File: config.mk
export PLATFORM = sky130hd
export DESIGN_NAME = ror_seq
export DESIGN_NICKNAME = d
export VERILOG_FILES = /design/src/rtl/ror_pkg.sv /design/src/rtl/ror_seq.sv
export SDC_FILE = /design/constraint.sdc
export NUM_CORES = 1
export LEC_CHECK = 0
export BUFFER_PORTS_ARGS = -buffer_cell sky130_fd_sc_hd__buf_4
export CAP_MARGIN = 15
export CELL_PAD_IN_SITES_DETAIL_PLACEMENT = 2
export CELL_PAD_IN_SITES_GLOBAL_PLACEMENT = 2
export CORE_UTILIZATION = 29
export DETAILED_ROUTE_END_ITERATION = 16
export PLACE_DENSITY = 0.77
export SETUP_SLACK_MARGIN = 0.02
export SLEW_MARGIN = 20
export SYNTH_ARGS = -nofsm -noshare
export SYNTH_HDL_FRONTEND = slang
export SYNTH_SLANG_ARGS = --single-unit
File: constraint.sdc
create_clock -name clk -period 1.65 [get_ports clk]
set_input_delay 0.33 -clock clk [delete_from_list [all_inputs] [get_ports clk]]
set_output_delay 0.33 -clock clk [all_outputs]
set_load 0.03 [all_outputs]
File: src/rtl/ror_pkg.sv
// Shared types and default sizing for the sequential rotate-right block.
package ror_pkg;

  localparam int unsigned RorWidth = 32;
  localparam int unsigned RorAmtW  = 5;

  typedef enum logic [1:0] {
    StIdle,
    StRotate,
    StDone
  } ror_state_e;

endpackage

File: src/rtl/ror_seq.sv
// Sequential rotate-right: shifts the captured operand right by one bit per clock for N clocks,
// then publishes the result with a one-cycle done pulse.
module ror_seq
  import ror_pkg::*;
#(
  parameter int unsigned WIDTH = RorWidth,
  parameter int unsigned AMT_W = RorAmtW  // WIDTH must equal 2**AMT_W
) (
  input  logic             clk,
  input  logic             clr,
  input  logic             start,
  input  logic [WIDTH-1:0] data_in,
  input  logic [AMT_W-1:0] num_rotate,
  output logic [WIDTH-1:0] data_out,
  output logic             busy,
  output logic             done
);

  ror_state_e       state_q, state_d;
  logic [AMT_W-1:0] cnt_q, cnt_d;
  logic [WIDTH-1:0] work_q, work_d;
  logic [WIDTH-1:0] dout_q, dout_d;

  always_comb begin
    state_d = state_q;
    cnt_d   = cnt_q;
    work_d  = work_q;
    dout_d  = dout_q;

    unique case (state_q)
      StIdle: state_d = StIdle;
      StRotate: begin
        work_d = {work_q[0], work_q[WIDTH-1:1]};
        cnt_d  = cnt_q - AMT_W'(1);
        // Last step: publish the final value on the same edge, never an intermediate one.
        if (cnt_q == AMT_W'(1)) begin
          state_d = StDone;
          dout_d  = work_d;
        end
      end
      StDone:  state_d = StIdle;
      default: state_d = StIdle;
    endcase

    // Accept in IDLE or DONE; DONE with start high gives back-to-back operation.
    if (start && (state_q != StRotate)) begin
      work_d = data_in;
      cnt_d  = num_rotate;
      if (num_rotate == '0) begin
        state_d = StDone;
        dout_d  = data_in;
      end else begin
        state_d = StRotate;
      end
    end
  end

  always_ff @(posedge clk or negedge clr) begin
    if (!clr) begin
      state_q <= StIdle;
      cnt_q   <= '0;
      work_q  <= '0;
      dout_q  <= '0;
    end else begin
      state_q <= state_d;
      cnt_q   <= cnt_d;
      work_q  <= work_d;
      dout_q  <= dout_d;
    end
  end

  assign data_out = dout_q;
  assign busy     = (state_q == StRotate);
  assign done     = (state_q == StDone);

endmodule
# After elaboration in Yosys (flattened, before gate mapping)
# Index checks and enable logic that the tools add are counted.
word_totals:
  output_inout_bits: 34
  in_bits: 40
  ff_bits: 71
classes:
  add_sub_neg: 1
  n_eq_ne: 5
  muxes: 12
  n_reduce_logical: 3
ops:
  columns: ["op", "n"]
  rows:
  - ["$mux W32", 6]
  - ["$mux W5", 2]
  - ["$mux W2", 4]
  - ["$eq A5 B1 Y1 const B", 1]
  - ["$logic_not A5 Y1", 1]
  - ["$sub A5 B1 Y5 const B", 1]
  - ["$ne A3 B1 Y1 const B", 1]
  - ["$eq A2 B1 Y1 const B", 1]
  - ["$eq A2 B2 Y1 const B", 1]
  - ["$ne A2 B1 Y1 const B", 1]
  - ["$reduce_bool A2 Y1", 1]
  - ["$logic_and A1 B1 Y1", 1]

# Longest topological paths before layout
# Gate-level depths: netlist of run 1.
depth:
  depth_word: 5
  ltp_mapped: 7
  ltp_nobuf: 5

# Worst setup path after synthesis of run 1
# No wires, ideal clock.
synth_path:
  path_kind: "input to register"
  from: "input start"
  to: "register dout_q[1] (netlist: data_out[1])"
  path_buffers: 4
  t_arrival_ns: 1.701
  path_stages: 7
  path_slack_ns: -0.133
  required_ns: 1.568
  setup_ns: 0.082
  cell_sequence: "buf_2 > or4b_1 > clkbuf_1 > or3_1 > buf_2 > buf_6 > a31oi_1"
synth_via:
  elab_chain_cells: 2
synth_lines:
  columns: ["item", "line_no", "rtl"]
  rows:
  - ["start: declaration", "ror_seq.sv:11", "input logic start,"]
  - ["$logic_and A1 B1 Y1", "ror_seq.sv:46", "if (start && (state_q != StRotate)) begin"]
  - ["$mux W32", "ror_seq.sv:46", null]
  - ["net dout_d[1]", "ror_seq.sv:22", "logic [WIDTH-1:0] dout_q, dout_d;"]
  - ["end signal: assignment", "ror_seq.sv:68", "dout_q <= dout_d;"]
  - ["end: declaration", "ror_seq.sv:22", null]
# The timed path passes the listed nets, and every way through them passes these cells.
# A chain may end at the register's enable or synchronous reset.

# Final worst setup path of run 1
layout_path:
  from: "register state_q[1]"
  to: "register dout_q[28] (netlist: data_out[28])"
layout_via:
  elab_chain_cells: 4
  word_cells_on_any_way: 6
  cone_classes: "eq/ne (2); mux (3); reduce/logical (1)"
layout_lines:
  columns: ["item", "line_no", "rtl"]
  rows:
  - ["start: declaration", "ror_seq.sv:19", "ror_state_e state_q, state_d;"]
  - ["start signal: assignment", "ror_seq.sv:60", "state_q <= StIdle;"]
  - ["start signal: assignment", "ror_seq.sv:65", "state_q <= state_d;"]
  - ["$eq A2 B1 Y1", "ror_seq.sv:30", "unique case (state_q)"]
  - ["$mux W32", "ror_seq.sv:30", null]
  - ["$mux W32", "ror_seq.sv:49", "if (num_rotate == '0) begin"]
  - ["$mux W32 *", "ror_seq.sv:46", null]
  - ["net dout_d[28]", "ror_seq.sv:22", null]
# The timed path passes the listed nets; every way through them passes the cells marked *.

==> results of run 1 <==
==> Yosys cell counts, drive strengths merged (3+ instances only) <==
master	instances	area, um^2
a31oi	32	200
buf	9	60.1
clkbuf	33	124
dfrtp	71	1780
inv	4	15.0
mux2i	35	350
nand2	33	124
nand2b	3	18.8
nand3	32	160
nor4	33	206
o21ai	66	330
==> flip-flops by register name, summed over array words and instances (netlist names) <==
register / cells
work_q: 32
data_out: 32
cnt_q: 5
state_q: 2
==> power breakdown <==
part / internal (mW) / switching (mW) / total, mW / leakage, nW
sequential: 2.60 / 0.749 / 3.35 / 0.878
clock: 1.34 / 0.871 / 2.21 / 0.153
combinational: 2.58 / 3.77 / 6.35 / 1.24
==> stage by stage <==
| stage | std cells | worst slack (ps) | total power [mW] | TNS (ps) | utilization |
|---|---|---|---|---|---|
| floorplan | 375 | -86.2 | 6.07 | -2530 | - |
| global placement | 579 | -127 | 7.97 | -3100 | 0.366 |
| detailed placement | 579 | -192 | 8.20 | -4980 | 0.366 |
| CTS | 603 | 8.79 | 11.0 | 0 | 0.407 |
| global route | 613 | -155 | 12.4 | -3160 | 0.437 |
| finish | 613 | -128 | 11.9 | -2420 | 0.437 |
==> final timing paths <==
path / startpoint / to / slack (ps) / cells after the start
hold reg to reg: work_q[22]$_DFFE_PN0P_ / work_q[21]$_DFFE_PN0P_ / 520 / 2
setup reg to reg: state_q[1]$_DFFE_PN0P_ / data_out[28]$_DFF_PN0_ / -130 / 6
min in group asynchronous: clr / cnt_q[0]$_DFFE_PN0P_ / 420 / 2
hold / removal: num_rotate[4] / cnt_q[4]$_DFFE_PN0P_ / 260 / 2
max in group asynchronous: clr / cnt_q[4]$_DFFE_PN0P_ / 660 / 3
setup / recovery: state_q[1]$_DFFE_PN0P_ / data_out[28]$_DFF_PN0_ / -130 / 6
==> area by class of cell <==
type / instances / area, um^2
Timing Repair Buffer: 117 / 1070
Inverter: 4 / 17.5
Multi-Input combinational cell: 258 / 1850
Clock inverter: 6 / 93.8
Clock buffer: 10 / 229
Fill cell: 1222 / 6740
Tap cell: 147 / 184
Sequential cell: 71 / 1780
==> layer usage <==
| layer | share of wire | routed length (um) |
|---|---|---|
| met5 | 0 | 0 |
| met3 | 0.048 | 780 |
| met4 | 0.026 | 421 |
| met1 | 0.40 | 6500 |
| met2 | 0.52 | 8500 |
==> worst max-delay path, delay by kind of cell, from the launching register on <==
kind / cells / cell delay, ps
compound gates: 1 / 220
buf+inv: 3 / 380
flops: 1 / 460
simple gates: 2 / 620
==> repair_timing <==
item                                    CTS  global route
cloned                                    2             3
pin swaps                                 3             6
gates resized for setup                  19            46
endpoints found under the hold margin    19             0
endpoints found under the setup margin   33            34
buffers inserted                          5             7
hold buffers                              1             0
==> cell families (layout without fill, tap and decap cells) <==
logic type	count (synthesis)	after routing	synth area share
flops	71	71	0.499
mux	35	35	0.0985
compound gates	107	107	0.170
fa+ha+maj	2	2	0.00703
buf+inv	46	137	0.0559
simple gates	114	114	0.170
==> summary.txt, run 1 <==
Run status
  – Status: finished with violations
  – Violated checks: negative setup slack

CTS
  – CTS Root Cell: clkbuf_16
  – Total CTS buffers: 9
  – Maximum level of the CTS H-tree: 3
  – CTS max path bufs: 2
  – Clock latency on the worst-skew pair: 340 ps
  – CTS sink count: 71
  – TritonCTS clock tree: done
  – Clock-pin slew on the worst setup and hold paths: 70 ps

Pwr
  – Maximum vdd drop: 837 uV
  – Leak pwr: 2.27 nW
  – Pwr dens: 2280 nW/um^2

GRT
  – M1 GR Usage: 0.267
  – Grt peak-use layer: met2
  – Initial antenna violation count: 0
  – Gr ovfl total: 0
  – First-pass GRT wire length: 21.6 mm
  – Largest net degree at the start of global routing: 66
  – All-layer global routing usage: 0.225
  – Vias in the first global route: 3,815
  – GR Util met2: 0.405
  – GRT met3 Usage: 0.0391

Worst setup path
  – Slowest stage delay, CP: 460 ps
  – Worst Path Required: 1910 ps
  – CP endpoint kind: flip-flop
  – CP Max Fanout: 5
  – Worst endpoint data arrival time: 2030 ps
  – Crit-path cells: nand2b_4 -> inv_4 -> buf_6 -> or3_4 -> buf_12 -> a31oi_4
  – Setup CP Type: reg -> reg
  – Slowest-stage cell, CP: dfrtp_1
  – Critical path startpoint category: flip-flop

Timing
  – Min Tclk post-route: 1780 ps
  – Max-slew violations: 0
  – Clock Skews: 10.1 ps
  – Unrepaired setup endpoints after global routing: yes
  – Final Worst Setup Slack: -128 ps
  – Hold WS: 259 ps
  – Worst-margin pin slew: 712 ps
  – Highest clock rate: 562 MHz
  – Final Hold Viols: 0
  – Count of final setup violators: 34
  – Relative slew slack: 0.526
  – Fin crit share: 1.08

Placement
  – Placer Congestion: 0.787
  – Placed cell area: 4370 um^2
  – HPWL Detailed: 7.92 mm
  – Port bufs: 73

Yosys
  – Mapped Cells: 375
  – EDFF count, synth: 0
  – Synth unique cells: 32
  – FFs w/ async S/R, synth: 1.00
  – Sequential area share after synthesis: 0.499
  – Post-synth net total: 417
  – Yosys reg bits: 71
  – Top FF cell, synth: dfrtp_1
  – Syn_area_per_cell: 9.49 um^2
  – Post-Syn Area: 3560 um^2
  – Yosys warns: 0

Cells and area
  – Final #Nets: 503
  – Most common cell after layout, fill and taps aside: buf_4
  – Share of layout cells above drive strength 1: 0.361
  – Most frequent cells in the layout: buf_4, dfrtp_1, o21ai_1
  – N_diodes: 0
  – Area delta synth->final: 46.9%
  – Fin area: 5230 um^2

Floorplanning
  – Width of the die: 113 um
  – Core area: 12,000 um^2
  – Die Ht: 113 um
  – Starting density of the core: 0.297
  – Ports: 74
  – Site Rows: 40
  – Die Area: 12,700 um^2

Detailed routing
  – Routed WL per cell: 26.4 um
  – DRC viols: 0
  – DR pass1 iterations: 4
  – Vias per cell: 5.84
  – DRT Wirelength: 16.2 mm
  – Via count: 3,577
  – Antenna Nets Post-Route: 0
  – Iteration-0 DRC Markers: 192

Hold path
  – HP Class: in -> reg

Job
  – Max-cap viol count: 0
Note: power is estimated with default switching activity, not from simulation.
==> run 2, diff against run 1 <==
==> constraint.sdc (replaced) <==
create_clock -name clk -period 1.65 [get_ports clk]
set_input_delay 0.165 -clock clk [delete_from_list [all_inputs] [get_ports clk]]
set_output_delay 0.165 -clock clk [all_outputs]
set_load 0.03 [all_outputs]
==> run 2 against run 1 <==
  * The flow now finishes without violations
  * Via count down 7.3%
  * Register-to-register slack improved by 150 ps
  * Die area stayed put
  * Count of clock-buffer cells in the layout up 1
  * Largest power group unchanged
==> summary.txt, run 2 (synthesis results as in run 1) <==
GRT
  – All-layer global routing usage: 0.211 (-0.0135)
  – Initial antenna violation count: 0 (unchanged)
  – Largest net degree at the start of global routing: 67 (+1.5%)
  – Gr ovfl total: 0 (unchanged)
  – Vias in the first global route: 3,745 (-1.8%)
  – First-pass GRT wire length: 20.7 mm (-4.3%)

CTS
  – Clock-pin slew on the worst setup and hold paths: 70 ps (about the same)
  – CTS max path bufs: 2 (unchanged)
  – TritonCTS clock tree: done
  – Total CTS buffers: 9 (unchanged)
  – Clock latency on the worst-skew pair: 340 ps (about the same)
  – Maximum level of the CTS H-tree: 3 (unchanged)
  – CTS Root Cell: clkbuf_16
  – CTS sink count: 71 (unchanged)

Floorplanning
  – Width of the die: 113 um (unchanged)
  – Die Area: 12,700 um^2 (unchanged)
  – Site Rows: 40 (unchanged)
  – Ports: 74 (unchanged)
  – Starting density of the core: 0.297 (unchanged)
  – Die Ht: 113 um (unchanged)
  – Core area: 12,000 um^2 (unchanged)

Cells and area
  – Area delta synth->final: 33.6%
  – N_diodes: 0 (unchanged)
  – Most common cell after layout, fill and taps aside: buf_4
  – Final #Nets: 483 (-4.0%)
  – Finished Layout Cells: 593 (-3.3%)
  – Final core occ: 0.397 (-0.0397)
  – Most frequent cells in the layout: buf_4, dfrtp_1, o21ai_1
  – Share of layout cells above drive strength 1: 0.269 (-0.0915)
  – Fill cell count: 1,304 (+6.7%)
  – Register area: 1780 um^2 (about the same)
  – Multi-input combinational cell area: 1610 um^2 (-13%)

Timing
  – Clock Skews: 12.5 ps (+2.41 ps)
  – Relative slew slack: 0.544 (+0.0180)
  – Max-slew violations: 0 (unchanged)
  – Highest clock rate: 615 MHz (+9.4%)
  – Fin crit share: 0.985 (-0.0930)
  – Count of final setup violators: 0 (-100%)
  – Worst-margin pin slew: 685 ps (-27.0 ps)
  – Unrepaired setup endpoints after global routing: yes
  – Final Hold Viols: 0 (unchanged)
  – TNS Setup: 0 ps (+2420 ps)
  – Min Tclk post-route: 1620 ps (-153 ps)

Pwr
  – Pwr dens: 2230 nW/um^2 (-1.9%)
  – Maximum vdd drop: 886 uV (+5.9%)
  – Leak pwr: 2.11 nW (-7.2%)

Detailed routing
  – Iteration-0 DRC Markers: 115 (-40%)
  – Vias per cell: 5.59 (-4.2%)
  – DRC viols: 0 (unchanged)
  – DR pass1 iterations: 4 (unchanged)
  – Routed WL per cell: 21.6 um (-18%)
  – Via count: 3,315 (-7.3%)
  – Antenna Nets Post-Route: 0 (unchanged)
  – DRT Wirelength: 12.8 mm (-21%)

Worst setup path
  – Worst setup path start: state_q[1]$_DFFE_PN0P_
  – Slowest stage delay, CP: 430 ps (-30 ps)
  – CP Max Fanout: 33 (+28)
  – Worst endpoint data arrival time: 1860 ps (-170 ps)
  – Start of the worst register-to-register path: state_q[1]$_DFFE_PN0P_
  – Critical path startpoint category: flip-flop
  – Slowest-stage cell, CP: or3_1
  – Crit-path cells: nand2b_4 -> inv_2 -> or3_1 -> buf_12 -> a31oi_1
  – CP endpoint kind: flip-flop
  – Worst Path Required: 1880 ps (-30 ps)
  – Setup CP Type: reg -> reg

Hold path
  – HP Class: in -> reg
  – Hold Crit Start: num_rotate[4]

Placement
  – Cell total after placement: 570 (-1.6%)
  – Placer Congestion: 0.746 (-5.1%)
  – HPWL Detailed: 7.35 mm (-7.2%)
  – Port bufs: 73 (unchanged)

Run status
  – Status: completed

Job
  – Max-cap viol count: 0 (unchanged)
[run 2: changes by cell type in the layout (fill, tap and decap cells not counted), moves of 3 or more]
cell	change
buf_4	-13
o21ai_0	-5
buf_6	-3
nand3_1	+4
a31oi_2	-5
o21ai_2	-5
nand3_2	-4
a31oi_1	+12
o21ai_1	+10
nor4_1	+8
a31oi_4	-7
nor4_2	-7
[run 2: repair_timing]
item                       in CTS  in global routing
hold buffers                    1                  0
pin swaps                       0                  1
setup endpoints to repair      35                 26
cloned                          1                  1
setup buffers                   4                  0
resized for setup              14                  9
hold endpoints to repair       19                  0
[run 2: area by class of cell]
cell class / instances / area share
Clock buffer: 11 / 0.0532
Tap cell: 147 / 0.0387
Clock inverter: 5 / 0.00816
Sequential cell: 71 / 0.375
Timing Repair Buffer: 97 / 0.184
Inverter: 4 / 0.00316
Multi-Input combinational cell: 258 / 0.338
[run 2: final timing paths]
kind / endpoint / slack, ps / cells past startpoint
max: data_out[19]$_DFF_PN0_ / 30 / 5
min reg2reg: work_q[4]$_DFFE_PN0P_ / 520 / 2
max in group asynchronous: data_out[14]$_DFF_PN0_ / 830 / 3
max reg2reg: data_out[19]$_DFF_PN0_ / 30 / 5
min: cnt_q[4]$_DFFE_PN0P_ / 80 / 2
min in group asynchronous: data_out[3]$_DFF_PN0_ / 260 / 2
[run 2: critical path, delay by kind of cell (launching register included)]
kind	cells	cell delay, ps
buffers and inverters	2	270
DFF	1	420
and+or+nand+nor	2	590
AOI/OAI and AO/OA	1	210
[run 2: metrics by stage]
stage	hold WS, ps	total power [mW]	setup WS (ps)	instance area [um^2]
CTS	73.4	10.5	17.0	4720
finish	80.8	10.6	25.2	4750
floorplan	-131	6.07	32.4	3560
detailed placement	73.7	8.17	-20.9	4340
global placement	71.3	7.94	37.3	4340
global route	88.1	11.2	5.97	4750
[run 2: routing by layer]
layer | vias up | routed length (um) | track usage
met1 | 1708 | 5550 | 0.265
met2 | 64 | 6740 | 0.374
li1 | 1528 | - | -
met5 | - | 0 | 0
met4 | 0 | 177 | 0.0649
met3 | 15 | 369 | 0.0327
[run 2: power by group]
| part | internal, mW | total (mW) | switching (mW) |
|---|---|---|---|
| clock | 1.11 | 1.91 | 0.798 |
| sequential | 2.60 | 3.27 | 0.666 |
| combinational | 2.14 | 5.44 | 3.30 |
==> run 3, diff against run 2 <==
Settings changed: CORE_MARGIN set to 2.
==> run 3 against run 2 <==
  * Combinational power shrank 1%
  * Routed wire length grew 2.1%
  * Non-clock buffer count shrank 2
  * Design area grew 0.16%
  * Critical path depth is the same
  * Die area grew 3.6%
  * Count of clock-buffer cells in the layout is the same
  * The run now ends with negative setup slack left
==> summary.txt, run 3 (synthesis results as in run 1) <==
Timing
  – Clock Skews: 6.23 ps (-6.32 ps)
  – Count of final setup violators: 1 (+1)
  – Final Worst Setup Slack: -7.63 ps (-32.8 ps)
  – Fin crit share: 1.00 (+0.0199)
  – Max-slew violations: 0 (unchanged)
  – Final Hold Viols: 0 (unchanged)
  – TNS Setup: -7.63 ps (-7.63 ps)
  – Relative slew slack: 0.521 (-0.0227)
  – Hold WS: 82.6 ps (+1.80 ps)
  – Worst-margin pin slew: 719 ps (+34.0 ps)
  – Min Tclk post-route: 1660 ps (+32.8 ps)
  – Highest clock rate: 603 MHz (-2.0%)
  – Unrepaired setup endpoints after global routing: yes

Pwr
  – Clock network fraction of design power: 0.189 (+0.009)
  – Pwr dens: 2240 nW/um^2 (+0.44%)
  – Combinational power share: 0.502 (-0.010)
  – Leak pwr: 2.10 nW (-0.50%)
  – Maximum vdd drop: 738 uV (-17%)
  – Register share of total power: 0.309 (about the same)
  – Sw frac: 0.449 (+0.000925)
  – Tot Pwr: 10.7 mW (+0.60%)
  – Internal power: 5.88 mW (+0.43%)
  – P_sw: 4.80 mW (+0.81%)

Cells and area
  – Most common cell after layout, fill and taps aside: buf_4
  – N_diodes: 0 (unchanged)
  – Fill cell count: 1,324 (+1.5%)
  – Most frequent cells in the layout: buf_4, dfrtp_1, o21ai_1
  – Final core occ: 0.396 (-0.00103)
  – Fin area: 4760 um^2 (+0.16%)
  – Area delta synth->final: 33.8%
  – Final #Nets: 481 (-0.41%)
  – Finished Layout Cells: 591 (-0.34%)
  – Share of layout cells above drive strength 1: 0.277 (+0.00797)

Worst setup path
  – Reg2reg end: data_out[31]$_DFF_PN0_
  – Worst R2R Path Depth: 5 (unchanged)
  – Worst Setup EP: data_out[31]$_DFF_PN0_
  – Reg2Reg Setup Slack: -8 ps (-30 ps)
  – Worst setup path start: cnt_q[2]$_DFFE_PN0P_
  – Worst Path Required: 1890 ps (about the same)
  – Worst endpoint data arrival time: 1900 ps (+40 ps)
  – Setup CP Type: reg -> reg
  – CP endpoint kind: flip-flop
  – Critical path startpoint category: flip-flop
  – Start of the worst register-to-register path: cnt_q[2]$_DFFE_PN0P_
  – CP Max Fanout: 21 (-36%)

CTS
  – Post-CTS Setup Repair Bufs: 0 (-4)
  – CTS sink count: 71 (unchanged)
  – Total CTS buffers: 9 (unchanged)
  – Maximum level of the CTS H-tree: 3 (unchanged)
  – CTS Root Cell: clkbuf_16
  – Clock-pin slew on the worst setup and hold paths: 60 ps (about the same)
  – Clock latency on the worst-skew pair: 330 ps (about the same)
  – TritonCTS clock tree: done
  – CTS max path bufs: 2 (unchanged)

Floorplanning
  – Die Area: 13,200 um^2 (+3.6%)
  – Starting density of the core: 0.296 (-0.00124)
  – Site Rows: 40 (unchanged)
  – Width of the die: 115 um (+1.8%)
  – Die Ht: 115 um (+1.8%)
  – Ports: 74 (unchanged)
  – Core area: 12,000 um^2 (+0.42%)

GRT
  – Vias in the first global route: 3,650 (-2.5%)
  – First-pass GRT wire length: 20.3 mm (-1.5%)
  – Largest net degree at the start of global routing: 67 (unchanged)
  – All-layer global routing usage: 0.201 (-0.0101)
  – Initial antenna violation count: 0 (unchanged)
  – Gr ovfl total: 0 (unchanged)

Detailed routing
  – Vias per cell: 5.67 (+1.4%)
  – Routed WL per cell: 22.2 um (+2.5%)
  – DR pass1 iterations: 4 (unchanged)
  – Via count: 3,350 (+1.1%)
  – DRC viols: 0 (unchanged)
  – Antenna Nets Post-Route: 0 (unchanged)
  – Iteration-0 DRC Markers: 176 (+53%)
  – DRT Wirelength: 13.1 mm (+2.1%)

Hold path
  – HP Class: in -> reg

Run status
  – Violated checks: negative setup slack
  – Status: finished with violations

Placement
  – Pre-CTS setup slack: -62.5 ps (-41.6 ps)
  – Cell total after placement: 573 (+0.53%)
  – Placer Congestion: 0.777 (+4.1%)
  – Placed cell area: 4320 um^2 (-0.63%)
  – Port bufs: 73 (unchanged)
  – HPWL Detailed: 7.80 mm (+6.2%)

Job
  – Max-cap viol count: 0 (unchanged)
[run 3: routing by layer]
metal,routed length [um],track usage
met1,5740,0.264
met2,6750,0.350
met3,382,0.0248
met4,236,0.0618
met5,0,0
[run 3: what timing repair did]
item,in CTS,in global routing
gates resized for setup,13,41
hold buffers,1,0
pin swaps,0,0
cloned,0,1
hold endpoints to repair,16,0
setup endpoints to repair,22,33
[run 3: cell type report]
class / count / area [um^2] / share of cell area
clock inverter: 5 / 56.3 / 0.0118
inverter: 4 / 17.5 / 0.00368
clock buffer: 11 / 253 / 0.0531
sequential: 71 / 1780 / 0.374
tap: 147 / 184 / 0.0387
multi-input combinational: 258 / 1640 / 0.345
timing repair buffer: 95 / 830 / 0.174
[run 3: worst min path at each step]
stage	cells past startpoint	start	end	slack, ps
floorplan	0	clr	cnt_q[0]$_DFFE_PN0P_	-130
detailed placement	1	clr	work_q[26]$_DFFE_PN0P_	60
finish	2	num_rotate[4]	cnt_q[4]$_DFFE_PN0P_	80
global route	2	num_rotate[4]	cnt_q[4]$_DFFE_PN0P_	80
CTS	2	num_rotate[4]	cnt_q[4]$_DFFE_PN0P_	80
global placement	1	clr	work_q[26]$_DFFE_PN0P_	60
[run 3: worst max-delay path, cell delays in order, from the launching register on]
cell	delay (ps)
dfrtp_1	400
buf_4	170
nor4b_4	340
buf_6	260
nand3_1	160
a31oi_2	240
[run 3: power groups by stage]
| stage | registers [mW] | clock network (mW) | logic (mW) |
|---|---|---|---|
| floorplan | 3.81 | 0 | 2.26 |
| global placement | 3.21 | 0 | 4.63 |
| detailed placement | 3.25 | 0 | 4.84 |
| CTS | 3.25 | 2.04 | 5.02 |
| global route | 3.40 | 2.11 | 5.79 |
| finish | 3.30 | 2.02 | 5.37 |
